**src/rtl/multicycle_control_if.sv**
```systemverilog
// Control-unit bus: IR fields and memory handshake in, datapath controls and status out.
interface multicycle_control_if #(
   parameter int unsigned CNT_W = 16
) ();
   logic [6:0]       Opcode;
   logic [3:0]       Funct;
   logic             mem_ready;
   logic             pc_write;
   logic             ir_write;
   logic             i_or_d;
   logic             Branch;
   logic             MemRead;
   logic             MemWrite;
   logic             MemtoReg;
   logic             ALUSrc;
   logic             RegWrite;
   logic [3:0]       Operation;
   logic [2:0]       state;
   logic             instr_done;
   logic [CNT_W-1:0] instr_count;
   logic             trap;

   modport master (
      output Opcode, Funct, mem_ready,
      input  pc_write, ir_write, i_or_d, Branch, MemRead, MemWrite, MemtoReg, ALUSrc, RegWrite,
      input  Operation, state, instr_done, instr_count, trap
   );

   modport slave (
      input  Opcode, Funct, mem_ready,
      output pc_write, ir_write, i_or_d, Branch, MemRead, MemWrite, MemtoReg, ALUSrc, RegWrite,
      output Operation, state, instr_done, instr_count, trap
   );
endinterface

```
**src/rtl/multicycle_control.sv**
```systemverilog
// Multi-cycle RISC-V control unit: sequences one instruction over 3-5 cycles around a shared
// memory and ALU, with memory-timeout and illegal-instruction traps and a retirement counter.
module multicycle_control #(
   parameter int unsigned MEM_TIMEOUT = 16,
   parameter int unsigned CNT_W       = 16
) (
   input logic                 clk,
   input logic                 rst_n,
   multicycle_control_if.slave bus
);

   localparam int unsigned WaitW = (MEM_TIMEOUT > 1) ? $clog2(MEM_TIMEOUT + 1) : 1;
   localparam logic [WaitW-1:0] WaitMax = WaitW'(MEM_TIMEOUT);

   localparam logic [6:0] OpR     = 7'b0110011;
   localparam logic [6:0] OpI     = 7'b0010011;
   localparam logic [6:0] OpLoad  = 7'b0000011;
   localparam logic [6:0] OpStore = 7'b0100011;
   localparam logic [6:0] OpBeq   = 7'b1100011;

   localparam logic [3:0] AluAnd = 4'b0000;
   localparam logic [3:0] AluOr  = 4'b0001;
   localparam logic [3:0] AluAdd = 4'b0010;
   localparam logic [3:0] AluSub = 4'b0110;

   typedef enum logic [2:0] {
      StFetch   = 3'd0,
      StDecode  = 3'd1,
      StExecute = 3'd2,
      StMem     = 3'd3,
      StWb      = 3'd4,
      StTrap    = 3'd5
   } state_e;

   state_e           state_q, state_d;
   logic [6:0]       opcode_q;
   logic [3:0]       funct_q;
   logic [WaitW-1:0] wait_q, wait_d;
   logic [CNT_W-1:0] cnt_q, cnt_d;

   logic       alu_ok;
   logic [3:0] alu_op;
   logic       timeout;
   logic       pc_write, ir_write, i_or_d, branch, mem_read, mem_write;
   logic       mem_to_reg, alu_src, reg_write, instr_done, trap;
   logic [3:0] operation;

   // ALU decode from the fields latched in DECODE; I-type ignores funct7.
   always_comb begin
      alu_ok = 1'b1;
      alu_op = AluAdd;
      if (opcode_q == OpR) begin
         case (funct_q)
            4'b0000: alu_op = AluAdd;
            4'b1000: alu_op = AluSub;
            4'b0111: alu_op = AluAnd;
            4'b0110: alu_op = AluOr;
            default: begin
               alu_ok = 1'b0;
               alu_op = 4'b0000;
            end
         endcase
      end else begin
         case (funct_q[2:0])
            3'b000:  alu_op = AluAdd;
            3'b111:  alu_op = AluAnd;
            3'b110:  alu_op = AluOr;
            default: begin
               alu_ok = 1'b0;
               alu_op = 4'b0000;
            end
         endcase
      end
   end

   always_comb begin
      wait_d  = '0;
      timeout = 1'b0;
      if ((state_q == StFetch || state_q == StMem) && !bus.mem_ready && MEM_TIMEOUT != 0) begin
         wait_d  = wait_q + WaitW'(1);
         timeout = (wait_d == WaitMax);
      end
   end

   // ir_write/pc_write and the store's instr_done follow mem_ready so they land on the
   // cycle the memory actually completes.
   always_comb begin
      state_d    = state_q;
      pc_write   = 1'b0;
      ir_write   = 1'b0;
      i_or_d     = 1'b0;
      branch     = 1'b0;
      mem_read   = 1'b0;
      mem_write  = 1'b0;
      mem_to_reg = 1'b0;
      alu_src    = 1'b0;
      reg_write  = 1'b0;
      operation  = 4'b0000;
      instr_done = 1'b0;
      trap       = 1'b0;
      case (state_q)
         StFetch: begin
            mem_read  = 1'b1;
            operation = AluAdd;
            if (bus.mem_ready) begin
               pc_write = 1'b1;
               ir_write = 1'b1;
               state_d  = StDecode;
            end else if (timeout) begin
               state_d = StTrap;
            end
         end
         StDecode: begin
            case (bus.Opcode)
               OpR, OpI, OpLoad, OpStore, OpBeq: state_d = StExecute;
               default:                          state_d = StTrap;
            endcase
         end
         StExecute: begin
            case (opcode_q)
               OpR, OpI: begin
                  if (alu_ok) begin
                     alu_src   = (opcode_q == OpI);
                     operation = alu_op;
                     state_d   = StWb;
                  end else begin
                     state_d = StTrap;
                  end
               end
               OpLoad, OpStore: begin
                  alu_src   = 1'b1;
                  operation = AluAdd;
                  state_d   = StMem;
               end
               OpBeq: begin
                  operation  = AluSub;
                  branch     = 1'b1;
                  instr_done = 1'b1;
                  state_d    = StFetch;
               end
               default: state_d = StTrap;
            endcase
         end
         StMem: begin
            i_or_d    = 1'b1;
            mem_read  = (opcode_q == OpLoad);
            mem_write = (opcode_q == OpStore);
            if (bus.mem_ready) begin
               instr_done = (opcode_q == OpStore);
               state_d    = (opcode_q == OpLoad) ? StWb : StFetch;
            end else if (timeout) begin
               state_d = StTrap;
            end
         end
         StWb: begin
            reg_write  = 1'b1;
            mem_to_reg = (opcode_q == OpLoad);
            instr_done = 1'b1;
            state_d    = StFetch;
         end
         StTrap:  trap = 1'b1;
         default: state_d = StTrap;
      endcase
   end

   assign cnt_d = cnt_q + CNT_W'(instr_done);

   always_ff @(posedge clk or negedge rst_n) begin
      if (!rst_n) begin
         state_q  <= StFetch;
         opcode_q <= '0;
         funct_q  <= '0;
         wait_q   <= '0;
         cnt_q    <= '0;
      end else begin
         state_q <= state_d;
         wait_q  <= wait_d;
         cnt_q   <= cnt_d;
         if (state_q == StDecode) begin
            opcode_q <= bus.Opcode;
            funct_q  <= bus.Funct;
         end
      end
   end

   assign bus.pc_write    = pc_write;
   assign bus.ir_write    = ir_write;
   assign bus.i_or_d      = i_or_d;
   assign bus.Branch      = branch;
   assign bus.MemRead     = mem_read;
   assign bus.MemWrite    = mem_write;
   assign bus.MemtoReg    = mem_to_reg;
   assign bus.ALUSrc      = alu_src;
   assign bus.RegWrite    = reg_write;
   assign bus.Operation   = operation;
   assign bus.state       = state_q;
   assign bus.instr_done  = instr_done;
   assign bus.instr_count = cnt_q;
   assign bus.trap        = trap;

endmodule

```
**src/flat_wrapper.sv**
```systemverilog
// flat-port wrapper written by rule: the top's interface ports become plain ports
module multicycle_control_flat 
#(
   parameter int unsigned MEM_TIMEOUT = 16,
   parameter int unsigned CNT_W       = 16
)
  (clk, rst_n, bus_Opcode, bus_Funct, bus_mem_ready, bus_pc_write, bus_ir_write, bus_i_or_d, bus_Branch, bus_MemRead, bus_MemWrite, bus_MemtoReg, bus_ALUSrc, bus_RegWrite, bus_Operation, bus_state, bus_instr_done, bus_instr_count, bus_trap);
  multicycle_control_if #(.CNT_W(CNT_W)) bus_i ();
  input logic clk;
  input logic rst_n;
  input wire logic [$bits(bus_i.Opcode)-1:0] bus_Opcode;
  input wire logic [$bits(bus_i.Funct)-1:0] bus_Funct;
  input wire logic [$bits(bus_i.mem_ready)-1:0] bus_mem_ready;
  output wire logic [$bits(bus_i.pc_write)-1:0] bus_pc_write;
  output wire logic [$bits(bus_i.ir_write)-1:0] bus_ir_write;
  output wire logic [$bits(bus_i.i_or_d)-1:0] bus_i_or_d;
  output wire logic [$bits(bus_i.Branch)-1:0] bus_Branch;
  output wire logic [$bits(bus_i.MemRead)-1:0] bus_MemRead;
  output wire logic [$bits(bus_i.MemWrite)-1:0] bus_MemWrite;
  output wire logic [$bits(bus_i.MemtoReg)-1:0] bus_MemtoReg;
  output wire logic [$bits(bus_i.ALUSrc)-1:0] bus_ALUSrc;
  output wire logic [$bits(bus_i.RegWrite)-1:0] bus_RegWrite;
  output wire logic [$bits(bus_i.Operation)-1:0] bus_Operation;
  output wire logic [$bits(bus_i.state)-1:0] bus_state;
  output wire logic [$bits(bus_i.instr_done)-1:0] bus_instr_done;
  output wire logic [$bits(bus_i.instr_count)-1:0] bus_instr_count;
  output wire logic [$bits(bus_i.trap)-1:0] bus_trap;
  assign bus_i.Opcode = bus_Opcode;
  assign bus_i.Funct = bus_Funct;
  assign bus_i.mem_ready = bus_mem_ready;
  assign bus_pc_write = bus_i.pc_write;
  assign bus_ir_write = bus_i.ir_write;
  assign bus_i_or_d = bus_i.i_or_d;
  assign bus_Branch = bus_i.Branch;
  assign bus_MemRead = bus_i.MemRead;
  assign bus_MemWrite = bus_i.MemWrite;
  assign bus_MemtoReg = bus_i.MemtoReg;
  assign bus_ALUSrc = bus_i.ALUSrc;
  assign bus_RegWrite = bus_i.RegWrite;
  assign bus_Operation = bus_i.Operation;
  assign bus_state = bus_i.state;
  assign bus_instr_done = bus_i.instr_done;
  assign bus_instr_count = bus_i.instr_count;
  assign bus_trap = bus_i.trap;
  multicycle_control #(.MEM_TIMEOUT(MEM_TIMEOUT), .CNT_W(CNT_W)) u_core (.clk(clk), .rst_n(rst_n), .bus(bus_i));
endmodule
```
**config.mk**
```make
export PLATFORM = sky130hd
export DESIGN_NAME = multicycle_control_flat
export DESIGN_NICKNAME = d
export VERILOG_FILES = /design/src/rtl/multicycle_control_if.sv /design/src/rtl/multicycle_control.sv /design/src/flat_wrapper.sv
export SDC_FILE = /design/constraint.sdc
export NUM_CORES = 1
export LEC_CHECK = 0
export BUFFER_PORTS_ARGS = -buffer_cell sky130_fd_sc_hd__buf_2
export CAP_MARGIN = 0
export CORE_MARGIN = 4
export CORE_UTILIZATION = 52
export CTS_CLUSTER_SIZE = 30
export DETAILED_ROUTE_END_ITERATION = 12
export GPL_TIMING_DRIVEN = 0
export PLACE_DENSITY = 0.77
export SYNTH_ARGS = -nofsm -noshare
export SYNTH_HDL_FRONTEND = slang
export SYNTH_SLANG_ARGS = --single-unit
```
**constraint.sdc**
```tcl
create_clock -name clk -period 2.6 [get_ports clk]
set_clock_uncertainty 0.05 [all_clocks]
set_input_delay 0.52 -clock clk [delete_from_list [all_inputs] [get_ports clk]]
set_output_delay 0.52 -clock clk [all_outputs]
set_load 0.05 [all_outputs]
```
* After elaboration in Yosys (flattened, before gate mapping)
Cells that the tools add are included.
** Word-level totals
- Bits in registers :: 35
- Word-level logic and storage cells :: 73
** Operators by class
- $add $sub $neg :: 2
- Equal/unequal tests :: 21
- Mux-type cells :: 34
- Reduce and logical (&&, ||, !) cells :: 11
** Operator list (number)
- $eq 7x6->1 const B :: 4
- $pmux 3 s3 :: 2
- $pmux 3 s6 :: 1
- $mux 1 :: 17
- $add 16x1->16 :: 1
- $mux 3 :: 5
- $eq 7x2->1 const B :: 2
- $eq 7x5->1 const B :: 2
- $eq 7x7->1 const B :: 2
- $eq 3x3->1 const B :: 4
- $pmux 4 s3 :: 1
- $eq 4x3->1 const B :: 2
- $mux 4 :: 2
- $pmux 4 s2 :: 1
- $eq 3x2->1 const B :: 2
- $logic_not 3->1 :: 2
- $add 5x1->5 const B :: 1
- $eq 5x5->1 const B :: 1
- $mux 5 :: 1
- $reduce_or 5->1 :: 1
- $eq 4x4->1 const B :: 1
- $logic_not 4->1 :: 1
- $pmux 1 s2 :: 2
- $pmux 2 s2 :: 1
- other kinds (8) :: 9

* Longest topological paths before layout
Gate-level depths: netlist (run 1).
- Depth in word-level cells :: 7
- Gate-level depth with buffers :: 10
- Mapped depth without buffers :: 9

* Least setup slack after synthesis (run 1)
No wires, ideal clock.
- Path type :: register -> register
- Start :: register u_core.state_q[2] (netlist: u_core.bus.state[2])
- End :: register u_core.cnt_q[11] (netlist: u_core.bus.instr_count[11])
- Setup time :: 0.141 ns
- Arrival time :: 3.775 ns
- Slack :: -1.366 ns
- Stages on the path, launching flop included :: 10
- Buffers on the path :: 1
- Cell sequence :: dfrtp_1 clkbuf_1 nor3b_1 nand2_1 nor3_1 a211o_1 ha_1 and3_1 nand4_1 xnor2_1
** On the way
- Longest elaborated chain between the ends :: 3
** Ends and longest elaborated chain
- from (decl) :: RTL line multicycle_control.sv:35 : state_e state_q, state_d;
- from (signal assigned) :: RTL line multicycle_control.sv:170 : state_q <= StFetch;
- from (signal assigned) :: RTL line multicycle_control.sv:176 : state_q <= state_d;
- $eq 3x3->1 or $eq 3x2->1 (tied branches) :: RTL line multicycle_control.sv:101 : case (state_q)
- $pmux 1 s3 * :: RTL line multicycle_control.sv:101
- named net bus_instr_done :: RTL line flat_wrapper.sv:25 : output wire logic [$bits(bus_i.instr_done)-1:0] bus_instr_done;
- $add 16x1->16 * :: RTL line multicycle_control.sv:166 : assign cnt_d = cnt_q + CNT_W'(instr_done);
- named net u_core.cnt_d[11] :: RTL line multicycle_control.sv:39 : logic [CNT_W-1:0] cnt_q, cnt_d;
- to (signal assigned) :: RTL line multicycle_control.sv:178 : cnt_q <= cnt_d;
- to (decl) :: RTL line multicycle_control.sv:39
Mark *: on every way through the listed nets, which the timed path passes. The rest lies on a longest branch.
A chain may end at the register's enable or synchronous reset.

* Final worst setup path (run 1)
- Start :: register u_core.opcode_q[6]
- End :: output bus_instr_done
** On the way
- Longest elaborated chain between the ends :: 3
** Ends and longest elaborated chain
- from (decl) :: RTL line multicycle_control.sv:36 : logic [6:0] opcode_q;
- from (signal assigned) :: RTL line multicycle_control.sv:180 : opcode_q <= bus.Opcode;
- $eq 7x6->1 or $eq 7x7->1 (tied branches) :: RTL line multicycle_control.sv:149, multicycle_control.sv:120
- $mux 1 (on tied branches) :: RTL line multicycle_control.sv:148, multicycle_control.sv:120
- $pmux 1 s3 * :: RTL line multicycle_control.sv:101
- to (decl) :: RTL line flat_wrapper.sv:25
Every way passes the cells marked *; elsewhere a longest branch is shown, timed or not.

==> results.md, run 1 <==
Logic synthesis:
- During synthesis, Yosys emitted a total of 0 warnings.
- The post-synthesis async set-or-reset flop share is 100%.
- The most repeated cell in the gate-level netlist after synthesis is sky130_fd_sc_hd__dfrtp_1.
- The unique cell type count in the Yosys netlist is 47.
- After synthesis, the largest area contributor takes up 47.7% of total cell area.
- The multiplexer area fraction after synthesis is 7.29%.
- The post-synthesis share of cell area spent on full adders, half adders and majority gates is 3.41%.
- The main flop type after synthesis is sky130_fd_sc_hd__dfrtp_1.
- The largest family of logic cells by synthesized area is simple AND/OR/NAND/NOR gates.
- The per-instance average area after synthesis is 10.8 sq um.
- In the synthesized netlist, the cells that appear most often are 35 x sky130_fd_sc_hd__dfrtp_1, 13 x sky130_fd_sc_hd__xnor2_1, 12 x sky130_fd_sc_hd__nand2_1.
- The count of flip-flops with a built-in enable after synthesis is 0.
- The cell accounting for the most synthesized area is sky130_fd_sc_hd__dfrtp_1.
- In this run the cell area of the synthesized design comes to 1840 sq um.
- After Yosys synthesis, XOR and XNOR cells account for 8.11% of the synthesized area.
- Synthesis produced 170 cells.
- The share of the synthesized area in compound gates (AO/OA/AOI/OAI) is 8.59%.
- By area the synthesized netlist is led by sky130_fd_sc_hd__dfrtp_1 48%, sky130_fd_sc_hd__xnor2_1 6.2%, sky130_fd_sc_hd__mux2_1 3.7%, sky130_fd_sc_hd__ha_1 3.4%, sky130_fd_sc_hd__mux2_2 3.1%.
- For this run, the register share of the synthesized area comes to 47.7%.
- The area share of and/or/nand/nor cells after synthesis is 20.7%.
- The number of nets produced by synthesis is 189.
- The flip-flop and latch count after synthesis is 35.

Pwr:
- Cell internal power was estimated by the tool at 0.000823 W.
- In this run, the combinational gates consume 21.2% of the power.
- The maximum ir drop on the vdd rail is 320 uV.
- The clock network fraction of total power is 22.9%.
- Of the total power, registers draw 55.9%.
- The power dissipated by switching net loads is 0.000408 W.
- The switching power as a share of total power is 33.1%.
- The leakage power is 1.11 nW.
- The power per cell area is 522 nW/um^2.

Finish:
- In the final layout, the share of cells above drive strength 1 is 40.3%.
- The repair_antennas step left the layout with diodes totalling 0.
- The post-layout utilization of the core is 70.1%.
- The final net count is 244.
- The area growth from synthesis to layout is 28.4%.

Route:
- After detailed routing, the wire length on met1 is 1640 microns.
- The post-detailed-routing wire length is 4030 microns.
- The detailed router used layers up to and including met4.
- The via density per instance is 5.46.
- Detailed routing placed a total of 2100 microns of wire on met2.
- The detailed-route wire length per cell is 14.8 microns.
- Detailed routing placed a total of 238 microns of wire on met3.
- The count of antenna-violating nets left after detailed routing is 0.
- The routed layout has 1486 vias.
- After detailed routing, the number of remaining DRC violations is 0.
- The number of detailed-route iterations in the first pass is 4.
- After the first detailed-routing iteration, the DRC count stood at 147.

Clocking:
- The CTS tree is built.
- The number of buffers on the longest clock path is 2.
- The clock reaches the later pin of the worst-skew pair after 0.33 ns.
- The number of hold-repair buffers added at the cts stage is 0.
- The root buffer cell chosen for the clock tree is sky130_fd_sc_hd__clkbuf_4.
- The number of buffers created by CTS is 5.
- The clock-pin transition on the worst setup and hold timing paths is 0.10 ns.
- In this run the number of H-tree levels came out at 2.
- The clock net in this run drives a total of 35 sinks.

Critical path:
- In this run the critical register-to-register path is captured at u_core.bus.instr_count[12]$_DFF_PN0_.
- At the worst endpoint, the required time is 2.03 ns.
- The maximum cell stage delay along the critical path is 0.43 ns.
- Of all nets on the critical path, the largest fanout is 10.
- The critical setup path kind is flop to output pin.
- The critical path goes through clkbuf_1, nor3_2, and3_4, a211o_4, buf_2.
- The critical path starts at u_core.opcode_q[6]$_DFFE_PN0P_.
- The destination of the critical timing path is bus_instr_done.
- STA classifies the critical path endpoint as an output pin.
- The arrival time of data at the critical path endpoint is 1.99 ns.
- The standard cell with the maximum stage delay on the critical path is sky130_fd_sc_hd__clkbuf_1.
- STA classifies the critical path startpoint as a flop.
- Counting cells, the worst reg-to-reg path comes to 9.
- The startpoint identified for the worst register-to-register timing path is u_core.opcode_q[6]$_DFFE_PN0P_.
- The worst register-to-register path has a setup slack of 0.28 ns.

Timing:
- Setup repair after global routing could not meet its margin everywhere.
- At the pin with the least slew margin, the transition time is 0.747 ns.
- The remaining max-slew budget at the tightest pin is 50.2%.
- The number of slew-limit violations in the final report is 0.
- The clock period minus worst slack is 2.56 ns.
- The number of failing hold endpoints at the final stage is 0.
- Static timing analysis puts the maximum clock frequency at 0.391 GHz.
- The worst slack on hold paths is 0.190 ns.
- In the finished design, the share of the clock period the worst path needs comes to 98.4%.
- Setup violations remaining at the end of the flow were counted as 0.

Global route:
- The wire length of the first global-routing pass is 6670 microns.
- The initial antenna violation count was 0.
- The overflow left after global routing is 0.
- The number of global-route vias before repair is 1486.
- The total global-route track usage is 19.4%.
- Entering global routing, the biggest net connects 36 pins.

Min path:
- The path class of the tightest hold or removal check is primary input to async pin.

Floorplan:
- In this run the horizontal extent of the chip is 67.4 microns.
- From bottom edge to top edge, the die measures 67.4 microns.
- The starting density of the core is 54.6%.
- The total die area is 4540 sq um.
- Pin placement for this block handled 48 I/O pins.
- The area of the core is 3360 sq um.
- The standard-cell row count is 21.

Placement:
- Detailed placement ended at an HPWL of 3070 microns.
- The global placement routability congestion is 0.757.
- Input and output buffers added on the ports amount to 46.

Outcome:
- The flow ran to the end, and the final reports show no timing, DRC or antenna violations.

Job:
- The tool flagged a number of max-cap violations equal to 0.
cell type report:
type / instances / area [sq um]
clock buffers: 6 / 41.3
flip-flops and latches: 35 / 880
well taps: 46 / 57.6
inverters: 5 / 18.8
fillers: 286 / 1010
multi-input cells: 122 / 1030
repair buffers: 48 / 250
clock inverters: 2 / 12.5
plain buffers: 8 / 65.1
registers in the layout (all words and copies together), names as in the netlist:
name	flops
u_core.bus.state	3
u_core.opcode_q	7
u_core.funct_q	4
u_core.wait_q	5
u_core.bus.instr_count	16
worst max-delay path: cells and delay by family, from the launching register on:
family	cells	cell delay, ns
compound gates	1	0.35
flops	1	0.33
buf+inv	2	0.65
simple gates	2	0.32
how the worst min path moves through the flow:
stage / from / endpoint / slack (ns)
final: rst_n / u_core.funct_q[1]$_DFFE_PN0P_ / 0.19
after global routing: rst_n / u_core.funct_q[1]$_DFFE_PN0P_ / 0.23
after CTS: rst_n / u_core.bus.instr_count[11]$_DFF_PN0_ / 0.20
after detailed placement: u_core.bus.instr_count[15]$_DFF_PN0_ / u_core.bus.instr_count[15]$_DFF_PN0_ / 0.42
after global placement: u_core.bus.instr_count[15]$_DFF_PN0_ / u_core.bus.instr_count[15]$_DFF_PN0_ / 0.41
after floorplan: rst_n / u_core.bus.instr_count[0]$_DFF_PN0_ / 0.17
power groups by stage:
stage / Combinational (W) / Clock [W] / Sequential [W]
after floorplan: 0.000135 / 0 / 0.000698
after global placement: 0.000218 / 0 / 0.000673
after detailed placement: 0.000229 / 0 / 0.000679
after CTS: 0.000237 / 0.000295 / 0.000674
after global routing: 0.000288 / 0.000317 / 0.000702
final: 0.000260 / 0.000282 / 0.000688
metrics by stage:
step                      instances  TNS [ns]  instance area, sq um  setup WS [ns]  total power [W]
after global routing            272    -0.119                  2360        -0.0925          0.00131
after global placement          262         0                  2220          0.246         0.000892
after CTS                       270         0                  2300        0.00819          0.00121
final                           272         0                  2360         0.0416          0.00123
after floorplan                 170    -0.195                  1940        -0.0387         0.000832
after detailed placement        262         0                  2220          0.197         0.000908
logic make-up after synthesis:
family                   count (synthesis)
AO/OA/AOI/OAI                           20
other                                    1
XOR/XNOR                                17
adder cells (fa/ha/maj)                  5
buffers and inverters                   13
flip-flops                              35
multiplexers                            12
AND/OR/NAND/NOR                         67
timing repair:
| action | CTS | global route |
|---|---|---|
| pin swaps | 0 | 3 |
| resized for setup | 4 | 8 |
| endpoints found under the setup margin | 3 | 5 |
| setup buffers | 0 | 2 |
layer usage:
layer	global-route usage, %	vias to the layer above
met5	0	-
met4	5.57	0
li1	-	717
met2	34.6	44
met1	23.0	718
met3	4.99	7
layout by cell type (no fill, tap or decap), types with 2 or more instances in the layout:
cell | netlist | routed
sky130_fd_sc_hd__a211o_1 | 3 | 2
sky130_fd_sc_hd__a21oi_1 | 2 | 2
sky130_fd_sc_hd__a31oi_1 | 2 | 2
sky130_fd_sc_hd__and2_1 | 2 | 2
sky130_fd_sc_hd__and3_1 | 5 | 3
sky130_fd_sc_hd__and3_4 | 0 | 2
sky130_fd_sc_hd__and4_1 | 2 | 2
sky130_fd_sc_hd__buf_2 | 1 | 45
sky130_fd_sc_hd__buf_4 | 2 | 5
sky130_fd_sc_hd__buf_6 | 2 | 2
sky130_fd_sc_hd__clkbuf_1 | 3 | 2
sky130_fd_sc_hd__clkbuf_4 | 0 | 6
sky130_fd_sc_hd__dfrtp_1 | 35 | 32
sky130_fd_sc_hd__dfrtp_2 | 0 | 3
sky130_fd_sc_hd__ha_1 | 5 | 4
sky130_fd_sc_hd__inv_1 | 5 | 5
sky130_fd_sc_hd__mux2_1 | 6 | 6
sky130_fd_sc_hd__mux2_2 | 5 | 5
sky130_fd_sc_hd__nand2_1 | 12 | 11
sky130_fd_sc_hd__nand3_1 | 7 | 7
sky130_fd_sc_hd__nand4_1 | 6 | 6
sky130_fd_sc_hd__nor2_1 | 10 | 8
sky130_fd_sc_hd__nor2b_1 | 3 | 3
sky130_fd_sc_hd__nor3_1 | 8 | 4
sky130_fd_sc_hd__nor3_2 | 0 | 3
sky130_fd_sc_hd__nor4_4 | 1 | 2
sky130_fd_sc_hd__o31a_1 | 2 | 2
sky130_fd_sc_hd__xnor2_1 | 13 | 13
sky130_fd_sc_hd__xor2_1 | 4 | 4
(Power assumes the default switching activity.)
==> inputs of run 2 (changes only) <==
- ABC_AREA: default -> 1
- ABC_CLOCK_PERIOD_IN_PS: default -> 2600
- CORE_UTILIZATION: 52 -> 50
- PLACE_DENSITY: 0.77 -> 0.74
==> run 2 against run 1 <==
Hold slack improved by 0.059 ns. Via count rose by 7.8%. Area after synthesis rose by 1.2%. Routed wire length fell by 6.1%. Sequential share of layout area rose by 0.81 points. Critical path depth rose by 9. Critical endpoint is now u_core.bus.instr_count[14]$_DFF_PN0_. Sequential power fell by 21%. Maximum frequency rose by 7.8%. Total power fell by 14%. Clock power rose by 72%. Highest routed layer unchanged. Synthesized cell count rose by 34%.
==> results.md, run 2 <==
Outcome:
- Outcome: finished, final reports clean (unchanged).

Logic synthesis:
- The flip-flop and latch count after synthesis was 35 (unchanged).
- The per-instance average area after synthesis is 8.19 sq um (was 10.8 sq um).
- The post-synthesis share of cell area spent on full adders, half adders and majority gates is 3.37% (was 3.41%).
- The number of cells produced by synthesis is 227 (was 170).
- The post-synthesis async set-or-reset flop share was 100% (unchanged).
- The most repeated cell in the gate-level netlist after synthesis was sky130_fd_sc_hd__nand2_1 (was sky130_fd_sc_hd__dfrtp_1).
- The count of flip-flops with a built-in enable after synthesis is 0 (unchanged).
- The unique cell type count in the Yosys netlist came to 27 (was 47).
- Synth cell count leaders: 65 x sky130_fd_sc_hd__nand2_1, 35 x sky130_fd_sc_hd__dfrtp_1, 29 x sky130_fd_sc_hd__nor2_1 (was 35 x sky130_fd_sc_hd__dfrtp_1, 13 x sky130_fd_sc_hd__xnor2_1, 12 x sky130_fd_sc_hd__nand2_1).
- The sequential cell area fraction in the yosys report was 47.1% (was 47.7%).
- The multiplexer area fraction after synthesis was 0% (was 7.29%).
- The area share of and/or/nand/nor cells after synthesis is 31.2% (was 20.7%).
- The number of nets produced by synthesis is 246 (was 189).
- The largest family of logic cells by synthesized area is simple AND/OR/NAND/NOR gates (unchanged).
- The xor/xnor share of the synthesized area is 6.60% (was 8.11%).
- The cell accounting for the most synthesized area is sky130_fd_sc_hd__dfrtp_1 (unchanged).
- The main flop type after synthesis is sky130_fd_sc_hd__dfrtp_1 (unchanged).
- The synthesized area is 1860 sq um (was 1840 sq um).
- Area contributors post-synth: sky130_fd_sc_hd__dfrtp_1 47%, sky130_fd_sc_hd__nand2_1 13%, sky130_fd_sc_hd__nor2_1 5.9%, sky130_fd_sc_hd__inv_1 5.1%, sky130_fd_sc_hd__xnor2_1 4.2% (was sky130_fd_sc_hd__dfrtp_1 48%, sky130_fd_sc_hd__xnor2_1 6.2%, sky130_fd_sc_hd__mux2_1 3.7%, sky130_fd_sc_hd__ha_1 3.4%, sky130_fd_sc_hd__mux2_2 3.1%).
- The number of warnings reported in the yosys synthesis log came to 0 (unchanged).
- The proportion of netlist area held by the largest area contributor is 47.1% (was 47.7%).
- The share of the synthesized area in compound gates (AO/OA/AOI/OAI) was 4.58% (was 8.59%).

Timing:
- The actual transition at the worst max-transition pin came to 0.762 ns (was 0.747 ns).
- The post-route worst setup slack was 0.227 ns (was 0.0416 ns).
- The post-route fraction of the period consumed by the critical path is 91.3% (was 98.4%).
- The final setup violation count is 0 (unchanged).
- The number of failing hold endpoints at the final stage is 0 (unchanged).
- The number of slew-limit violations in the final report is 0 (unchanged).
- The remaining max-slew budget at the tightest pin was 49.2% (was 50.2%).
- The upper clock frequency limit is 0.421 GHz (was 0.391 GHz).
- The clock period minus worst slack was 2.37 ns (was 2.56 ns).
- The summed negative setup slack over all endpoints is 0 ns (unchanged).
- RSZ-0062 raised after global routing: no (was yes).

Clocking:
- The number of H-tree branching levels came to 2 (unchanged).
- The number of cells upsized or downsized after cts is 0 (was 4).
- The root buffer cell is sky130_fd_sc_hd__clkbuf_8 (was sky130_fd_sc_hd__clkbuf_4).
- The number of buffers created by CTS is 5 (unchanged).
- The CTS tree was built (unchanged).
- The insertion delay to the later sink of the worst-skew pair is 0.29 ns (was 0.33 ns).
- The number of buffers on the longest clock path is 2 (unchanged).
- The clock-pin transition on the worst setup and hold timing paths came to 0.08 ns (was 0.10 ns).
- The number of sinks driven by the clock tree is 35 (unchanged).
- The number of hold-repair buffers added at the cts stage came to 0 (unchanged).
- The post-CTS setup buffer count came to 0 (unchanged).

Finish:
- The share of final-layout standard cells stronger than drive strength 1 is 28.5% (was 40.3%).
- The flip-flop count of the largest register after layout is 16 (unchanged).
- The number of cells in the finished layout apart from fillers is 327 (was 272).
- The final net count was 299 (was 244).
- The number of antenna cells inserted is 0 (unchanged).
- The post-layout utilization of the core is 66.5% (was 70.1%).
- Commonest non-fill, non-tap cells in the layout: 65 x sky130_fd_sc_hd__nand2_1, 46 x sky130_fd_sc_hd__buf_2, 32 x sky130_fd_sc_hd__dfrtp_1 (was 45 x sky130_fd_sc_hd__buf_2, 32 x sky130_fd_sc_hd__dfrtp_1, 13 x sky130_fd_sc_hd__xnor2_1).
- The commonest non-fill, non-tap cell in the layout is sky130_fd_sc_hd__nand2_1 (was sky130_fd_sc_hd__buf_2).
- The area growth from synthesis to layout came to 24.1% (was 28.4%).

Global route:
- The initial antenna violation count is 0 (unchanged).
- The overflow left after global routing is 0 (unchanged).
- The wire length of the first global-routing pass is 6240 microns (was 6670 microns).
- The total global-route track usage is 17.7% (was 19.4%).
- The number of global-route vias before repair is 1461 (was 1486).
- The pin count of the biggest net entering global routing is 36 (unchanged).

Floorplan:
- The starting density of the core came to 53.6% (was 54.6%).
- The area of the core is 3470 sq um (was 3360 sq um).
- The width of the die came to 69.0 microns (was 67.4 microns).
- The number of ports placed on the die boundary is 48 (unchanged).
- The total die area was 4760 sq um (was 4540 sq um).
- The standard-cell row count is 21 (unchanged).
- The vertical die dimension is 69.0 microns (was 67.4 microns).

Pwr:
- The combinational share of power is 2.7% (was 21.2%).
- The power per cell area is 459 nW/um^2 (was 522 nW/um^2).
- The leakage power came to 1.26 nW (was 1.11 nW).
- The switching power as a share of total power is 20.8% (was 33.1%).
- The maximum ir drop on the vdd rail was 463 uV (was 320 uV).
- The clock network fraction of total power is 45.9% (was 22.9%).
- The design internal power is 0.000838 W (was 0.000823 W).
- The power share of the sequential group is 51.4% (was 55.9%).
- The power dissipated by switching net loads is 0.000220 W (was 0.000408 W).

Route:
- The starting DRC count in detailed routing is 75 (was 147).
- The number of remaining DRC errors is 0 (unchanged).
- The count of antenna-violating nets left after detailed routing is 0 (unchanged).
- The post-detailed-routing wire length was 3790 microns (was 4030 microns).
- The detailed-route wire length per cell is 11.6 microns (was 14.8 microns).
- The via density per instance is 4.90 (was 5.46).
- The number of detailed-route iterations in the first pass came to 4 (unchanged).
- The total number of vias is 1602 (was 1486).

Placement:
- The count of placed standard cells including taps came to 319 (was 262).
- The global placement routability congestion is 0.802 (was 0.757).
- The pre-CTS setup slack is 0.100 ns (was 0.197 ns).
- The number of input and output port buffers inserted is 46 (unchanged).
- The detailed-placement wirelength estimate came to 2980 microns (was 3070 microns).

Critical path:
- The arrival time of data at the critical path endpoint is 2.52 ns (was 1.99 ns).
- The required time of the critical path is 2.75 ns (was 2.03 ns).
- The maximum fanout encountered on the critical timing path is 5 (was 10).
- The endpoint class of the critical path is a flop (was output pin).
- The critical setup path kind is flop to flop (was flop to output pin).
- The kind of launch point of the worst setup path is a flop (unchanged).
- The register-to-register setup slack was 0.23 ns (was 0.28 ns).

Min path:
- The classification of the worst-slack hold path was primary input to async pin (unchanged).

Job:
- The number of max-capacitance violations reported is 0 (unchanged).
==> run 2: changes by cell type after synthesis, sizes merged, moves of 4 or more <==
cell / change
nand2: +58
inv: +22
nor2: +21
mux2: -11
o21ai: +10
nand3: +6
and3: -4
xnor2: -4
==> run 2: critical path, cell delays in order (launching register included) <==
cell	delay (ns)
sky130_fd_sc_hd__dfrtp_1	0.38
sky130_fd_sc_hd__inv_1	0.08
sky130_fd_sc_hd__nand2_1	0.09
sky130_fd_sc_hd__nor2_4	0.13
sky130_fd_sc_hd__nand2_1	0.12
sky130_fd_sc_hd__nor2_4	0.12
sky130_fd_sc_hd__nand2_1	0.11
sky130_fd_sc_hd__nand3_4	0.08
sky130_fd_sc_hd__ha_1	0.20
sky130_fd_sc_hd__ha_1	0.18
sky130_fd_sc_hd__inv_1	0.05
sky130_fd_sc_hd__nor2_1	0.17
sky130_fd_sc_hd__nand3_1	0.15
sky130_fd_sc_hd__nor2_1	0.16
sky130_fd_sc_hd__xor2_1	0.19
==> run 2: cell families after synthesis <==
family	Yosys count
other cells	1
compound gates	15
flops	35
simple gates	127
fa+ha+maj	5
xor+xnor	14
buf+inv	30
==> run 2: worst paths after layout <==
path | to | startpoint | cells after the start
setup / recovery | u_core.bus.instr_count[14]$_DFF_PN0_ | u_core.opcode_q[2]$_DFFE_PN0P_ | 14
hold / removal | u_core.opcode_q[1]$_DFFE_PN0P_ | rst_n | 1
setup reg to reg | u_core.bus.instr_count[14]$_DFF_PN0_ | u_core.opcode_q[2]$_DFFE_PN0P_ | 14
hold reg to reg | u_core.bus.instr_count[15]$_DFF_PN0_ | u_core.bus.instr_count[15]$_DFF_PN0_ | 1
max in group asynchronous | u_core.bus.state[2]$_DFFE_PN0N_ | rst_n | 1
min in group clk | u_core.funct_q[3]$_DFFE_PN0P_ | bus_Funct[3] | 3
==> run 2: stage by stage <==
step	hold WS [ns]	total power (W)	cell area, sq um
global placement	0.398	0.000584	2180
finish	0.249	0.00106	2310
global route	0.310	0.00110	2310
floorplan	0.174	0.000561	1900
CTS	0.270	0.00107	2300
detailed placement	0.402	0.000584	2180
==> run 2: power by group through the flow <==
stage / combinational (W) / sequential [W] / clock [W]
floorplan: 0.00000665 / 0.000555 / 0
global placement: 0.0000290 / 0.000555 / 0
detailed placement: 0.0000292 / 0.000555 / 0
CTS: 0.0000292 / 0.000544 / 0.000497
global route: 0.0000328 / 0.000544 / 0.000527
finish: 0.0000283 / 0.000544 / 0.000486
==> run 2: area by class of cell <==
| class | instances | area [sq um] |
|---|---|---|
| Clock inverter | 3 | 43.8 |
| Multi-Input combinational cell | 162 | 898 |
| Inverter | 27 | 101 |
| Fill cell | 327 | 1160 |
| Tap cell | 46 | 57.6 |
| Sequential cell | 35 | 880 |
| Clock buffer | 5 | 68.8 |
| Buffer | 3 | 26.3 |
| Timing Repair Buffer | 46 | 230 |
==> run 2: metal layers <==
layer / GRT usage [%] / share of wire, %
met2: 30.5 / 49
met5: 0 / 0
met3: 3.89 / 4.8
met4: 6.57 / 1.6
met1: 21.5 / 45
==> inputs of run 3 (changes only) <==
- ABC_AREA: 1 -> default
- SLEW_MARGIN: default -> 20
==> run 3 against run 2 <==
Routed wire length up 2.7%. Maximum frequency down 5.4%. Final cell count down 17%. Flip-flop and latch count unchanged. Largest cell class unchanged. Highest routed layer unchanged.
==> results.md, run 3 (synthesis results as in run 1) <==
Finish:
- The area growth from synthesis to layout was 27.1% (was 24.1%).
- The footprint of the multi-input gates was 992 sq um (was 898 sq um).
- The sequential cell area is 880 sq um (unchanged).
- The commonest non-fill, non-tap cell in the layout was sky130_fd_sc_hd__buf_2 (was sky130_fd_sc_hd__nand2_1).
- The post-layout utilization of the core is 67.8% (was 66.5%).
- The number of antenna cells inserted is 0 (unchanged).
- Commonest non-fill, non-tap cells in the layout: 45 x sky130_fd_sc_hd__buf_2, 32 x sky130_fd_sc_hd__dfrtp_1, 13 x sky130_fd_sc_hd__xnor2_1 (was 65 x sky130_fd_sc_hd__nand2_1, 46 x sky130_fd_sc_hd__buf_2, 32 x sky130_fd_sc_hd__dfrtp_1).
- The flip-flop count of the largest register after layout is 16 (unchanged).
- The number of cells in the finished layout apart from fillers is 270 (was 327).
- The layout filler cell count is 265 (was 327).
- The share of final-layout standard cells stronger than drive strength 1 is 38.8% (was 28.5%).
- The final net count is 242 (was 299).
- The total non-filler cell area in the finished layout is 2330 sq um (was 2310 sq um).

Timing:
- The final setup violation count came to 0 (unchanged).
- RSZ-0062 raised after global routing: no (unchanged).
- The number of failing hold endpoints at the final stage is 0 (unchanged).
- The upper clock frequency limit is 0.399 GHz (was 0.421 GHz).
- The post-route fraction of the period consumed by the critical path is 96.5% (was 91.3%).
- The number of slew-limit violations in the final report was 0 (unchanged).
- The remaining max-slew budget at the tightest pin is 50.2% (was 49.2%).
- The clock period minus worst slack was 2.51 ns (was 2.37 ns).
- The worst slack on hold paths came to 0.249 ns (about the same).
- The actual transition at the worst max-transition pin is 0.747 ns (was 0.762 ns).
- The post-route worst setup slack is 0.0909 ns (was 0.227 ns).

Clocking:
- The number of H-tree branching levels came to 2 (unchanged).
- The number of sinks driven by the clock tree is 35 (unchanged).
- The number of buffers created by CTS was 5 (unchanged).
- The clock-pin transition on the worst setup and hold timing paths was 0.07 ns (was 0.08 ns).
- The CTS tree is built (unchanged).
- The insertion delay to the later sink of the worst-skew pair is 0.29 ns (about the same).
- The root buffer cell is sky130_fd_sc_hd__clkbuf_8 (unchanged).
- The number of buffers on the longest clock path is 2 (unchanged).
- The number of hold-repair buffers added at the cts stage is 0 (unchanged).

Critical path:
- The destination of the critical timing path is bus_instr_done (was u_core.bus.instr_count[14]$_DFF_PN0_).
- The origin of the worst setup path is u_core.opcode_q[3]$_DFFE_PN0P_ (was u_core.opcode_q[2]$_DFFE_PN0P_).
- The cell count of the worst reg-to-reg path is 9 (was 14).
- The critical setup path kind is flop to output pin (was flop to flop).
- The required time of the critical path is 2.03 ns (was 2.75 ns).
- The kind of launch point of the worst setup path is a flop (unchanged).
- The register-to-register setup slack is 0.30 ns (was 0.23 ns).
- The maximum fanout encountered on the critical timing path was 4 (was 5).
- The endpoint class of the critical path is an output pin (was flop).
- The arrival time of data at the critical path endpoint is 1.94 ns (was 2.52 ns).
- The terminus of the critical flop-to-flop path is u_core.bus.instr_count[12]$_DFF_PN0_ (was u_core.bus.instr_count[14]$_DFF_PN0_).
- The reg-to-reg critical path startpoint is u_core.opcode_q[6]$_DFFE_PN0P_ (was u_core.opcode_q[2]$_DFFE_PN0P_).

Route:
- The wire length on met2 is 1850 microns (about the same).
- The highest metal layer with signal wires is met4 (unchanged).
- The length of routed met3 wiring is 227 microns (was 183 microns).
- The count of antenna-violating nets left after detailed routing is 0 (unchanged).
- The starting DRC count in detailed routing is 83 (was 75).
- The number of detailed-route iterations in the first pass came to 4 (unchanged).
- The via density per instance is 5.43 (was 4.90).
- The number of remaining DRC errors was 0 (unchanged).
- The routed length on met1 came to 1720 microns (was 1690 microns).
- The detailed-route wire length per cell was 14.4 microns (was 11.6 microns).
- The total number of vias is 1465 (was 1602).
- The post-detailed-routing wire length is 3890 microns (was 3790 microns).

Pwr:
- The power per cell area is 553 nW/um^2 (was 459 nW/um^2).
- The maximum ir drop on the vdd rail was 523 uV (was 463 uV).
- The leakage power was 1.10 nW (was 1.26 nW).

Global route:
- The number of global-route vias before repair came to 1418 (was 1461).
- The initial antenna violation count came to 0 (unchanged).
- The pin count of the biggest net entering global routing is 36 (unchanged).
- The total global-route track usage was 18.4% (was 17.7%).
- The wire length of the first global-routing pass is 6330 microns (was 6240 microns).
- The overflow left after global routing is 0 (unchanged).

Placement:
- The global placement routability congestion is 0.839 (was 0.802).
- The pre-CTS setup slack is 0.186 ns (was 0.100 ns).
- The number of input and output port buffers inserted is 46 (unchanged).
- The instance area after placement came to 2220 sq um (was 2180 sq um).
- The detailed-placement wirelength estimate was 2940 microns (was 2980 microns).
- The count of placed standard cells including taps is 262 (was 319).

Floorplan:
- The width of the die is 68.6 microns (was 69.0 microns).
- The total die area came to 4700 sq um (was 4760 sq um).
- The standard-cell row count is 21 (unchanged).
- The number of ports placed on the die boundary is 48 (unchanged).
- The area of the core came to 3440 sq um (was 3470 sq um).
- The starting density of the core came to 53.3% (was 53.6%).
- The vertical die dimension is 68.6 microns (was 69.0 microns).

Job:
- The number of max-capacitance violations reported is 0 (unchanged).

Outcome:
- Outcome: finished, final reports clean (unchanged).

Min path:
- The classification of the worst-slack hold path was primary input to async pin (unchanged).
==> run 3: cell types whose count changed in the layout (fill, tap and decap cells not counted), sizes merged, moves of 3 or more <==
cell    change
and3        +4
o21ai      -10
nand3       -6
inv        -22
nor2b       +3
nor3        +3
nand2      -58
xnor2       +4
clkbuf      +6
mux2       +11
nor2       -21
a211o       +3
==> run 3: layout make-up <==
type / instances / share of cell area, %
sequential: 35 / 37.7
multi-input combinational: 122 / 42.5
clock buffer: 6 / 3.11
clock inverter: 2 / 0.536
timing repair buffer: 46 / 10.1
buffer: 8 / 2.79
inverter: 5 / 0.804
tap: 46 / 2.47
==> run 3: where the power goes <==
part / leakage [nW] / internal [W] / total [W] / switching, W
registers: 0.457 / 0.000606 / 0.000677 / 0.0000710
clock network: 0.0412 / 0.000187 / 0.000380 / 0.000194
logic: 0.606 / 0.0000947 / 0.000234 / 0.000139
==> run 3: critical path, cell delays in order (launching register included) <==
cell                       delay, ns
sky130_fd_sc_hd__dfrtp_1        0.41
sky130_fd_sc_hd__nor4bb_2       0.47
sky130_fd_sc_hd__nand2_2        0.19
sky130_fd_sc_hd__nor3_4         0.17
sky130_fd_sc_hd__a211o_4        0.15
sky130_fd_sc_hd__buf_2          0.26
==> run 3: per-layer routing <==
layer | vias up | global-route usage, %
met5 | - | 0
met4 | 0 | 11.2
met3 | 7 | 3.89
met2 | 47 | 29.3
met1 | 692 | 22.6
li1 | 719 | -
==> run 3: timing repair <==
action / in CTS / in global routing
cloned: 0 / 0
setup endpoints to repair: 1 / 4
setup buffers: 0 / 0
resized for setup: 1 / 6
pin swaps: 0 / 1
==> run 3: worst min-delay path by stage <==
stage | startpoint | end | slack (ns) | cells after the start
after global placement | u_core.bus.instr_count[15]$_DFF_PN0_ | u_core.bus.instr_count[15]$_DFF_PN0_ | 0.41 | 1
after global routing | rst_n | u_core.bus.instr_count[7]$_DFF_PN0_ | 0.31 | 1
after floorplan | rst_n | u_core.bus.instr_count[0]$_DFF_PN0_ | 0.17 | 0
final | rst_n | u_core.wait_q[2]$_DFF_PN0_ | 0.25 | 1
after CTS | rst_n | u_core.bus.instr_count[4]$_DFF_PN0_ | 0.27 | 1
after detailed placement | u_core.bus.instr_count[15]$_DFF_PN0_ | u_core.bus.instr_count[15]$_DFF_PN0_ | 0.41 | 1
==> run 3: metrics by stage <==
step                      setup TNS [ns]  total power [W]
after floorplan                   -0.195         0.000832
after global placement                 0         0.000893
after detailed placement               0         0.000909
after CTS                              0          0.00130
after global routing                   0          0.00136
final                                  0          0.00129
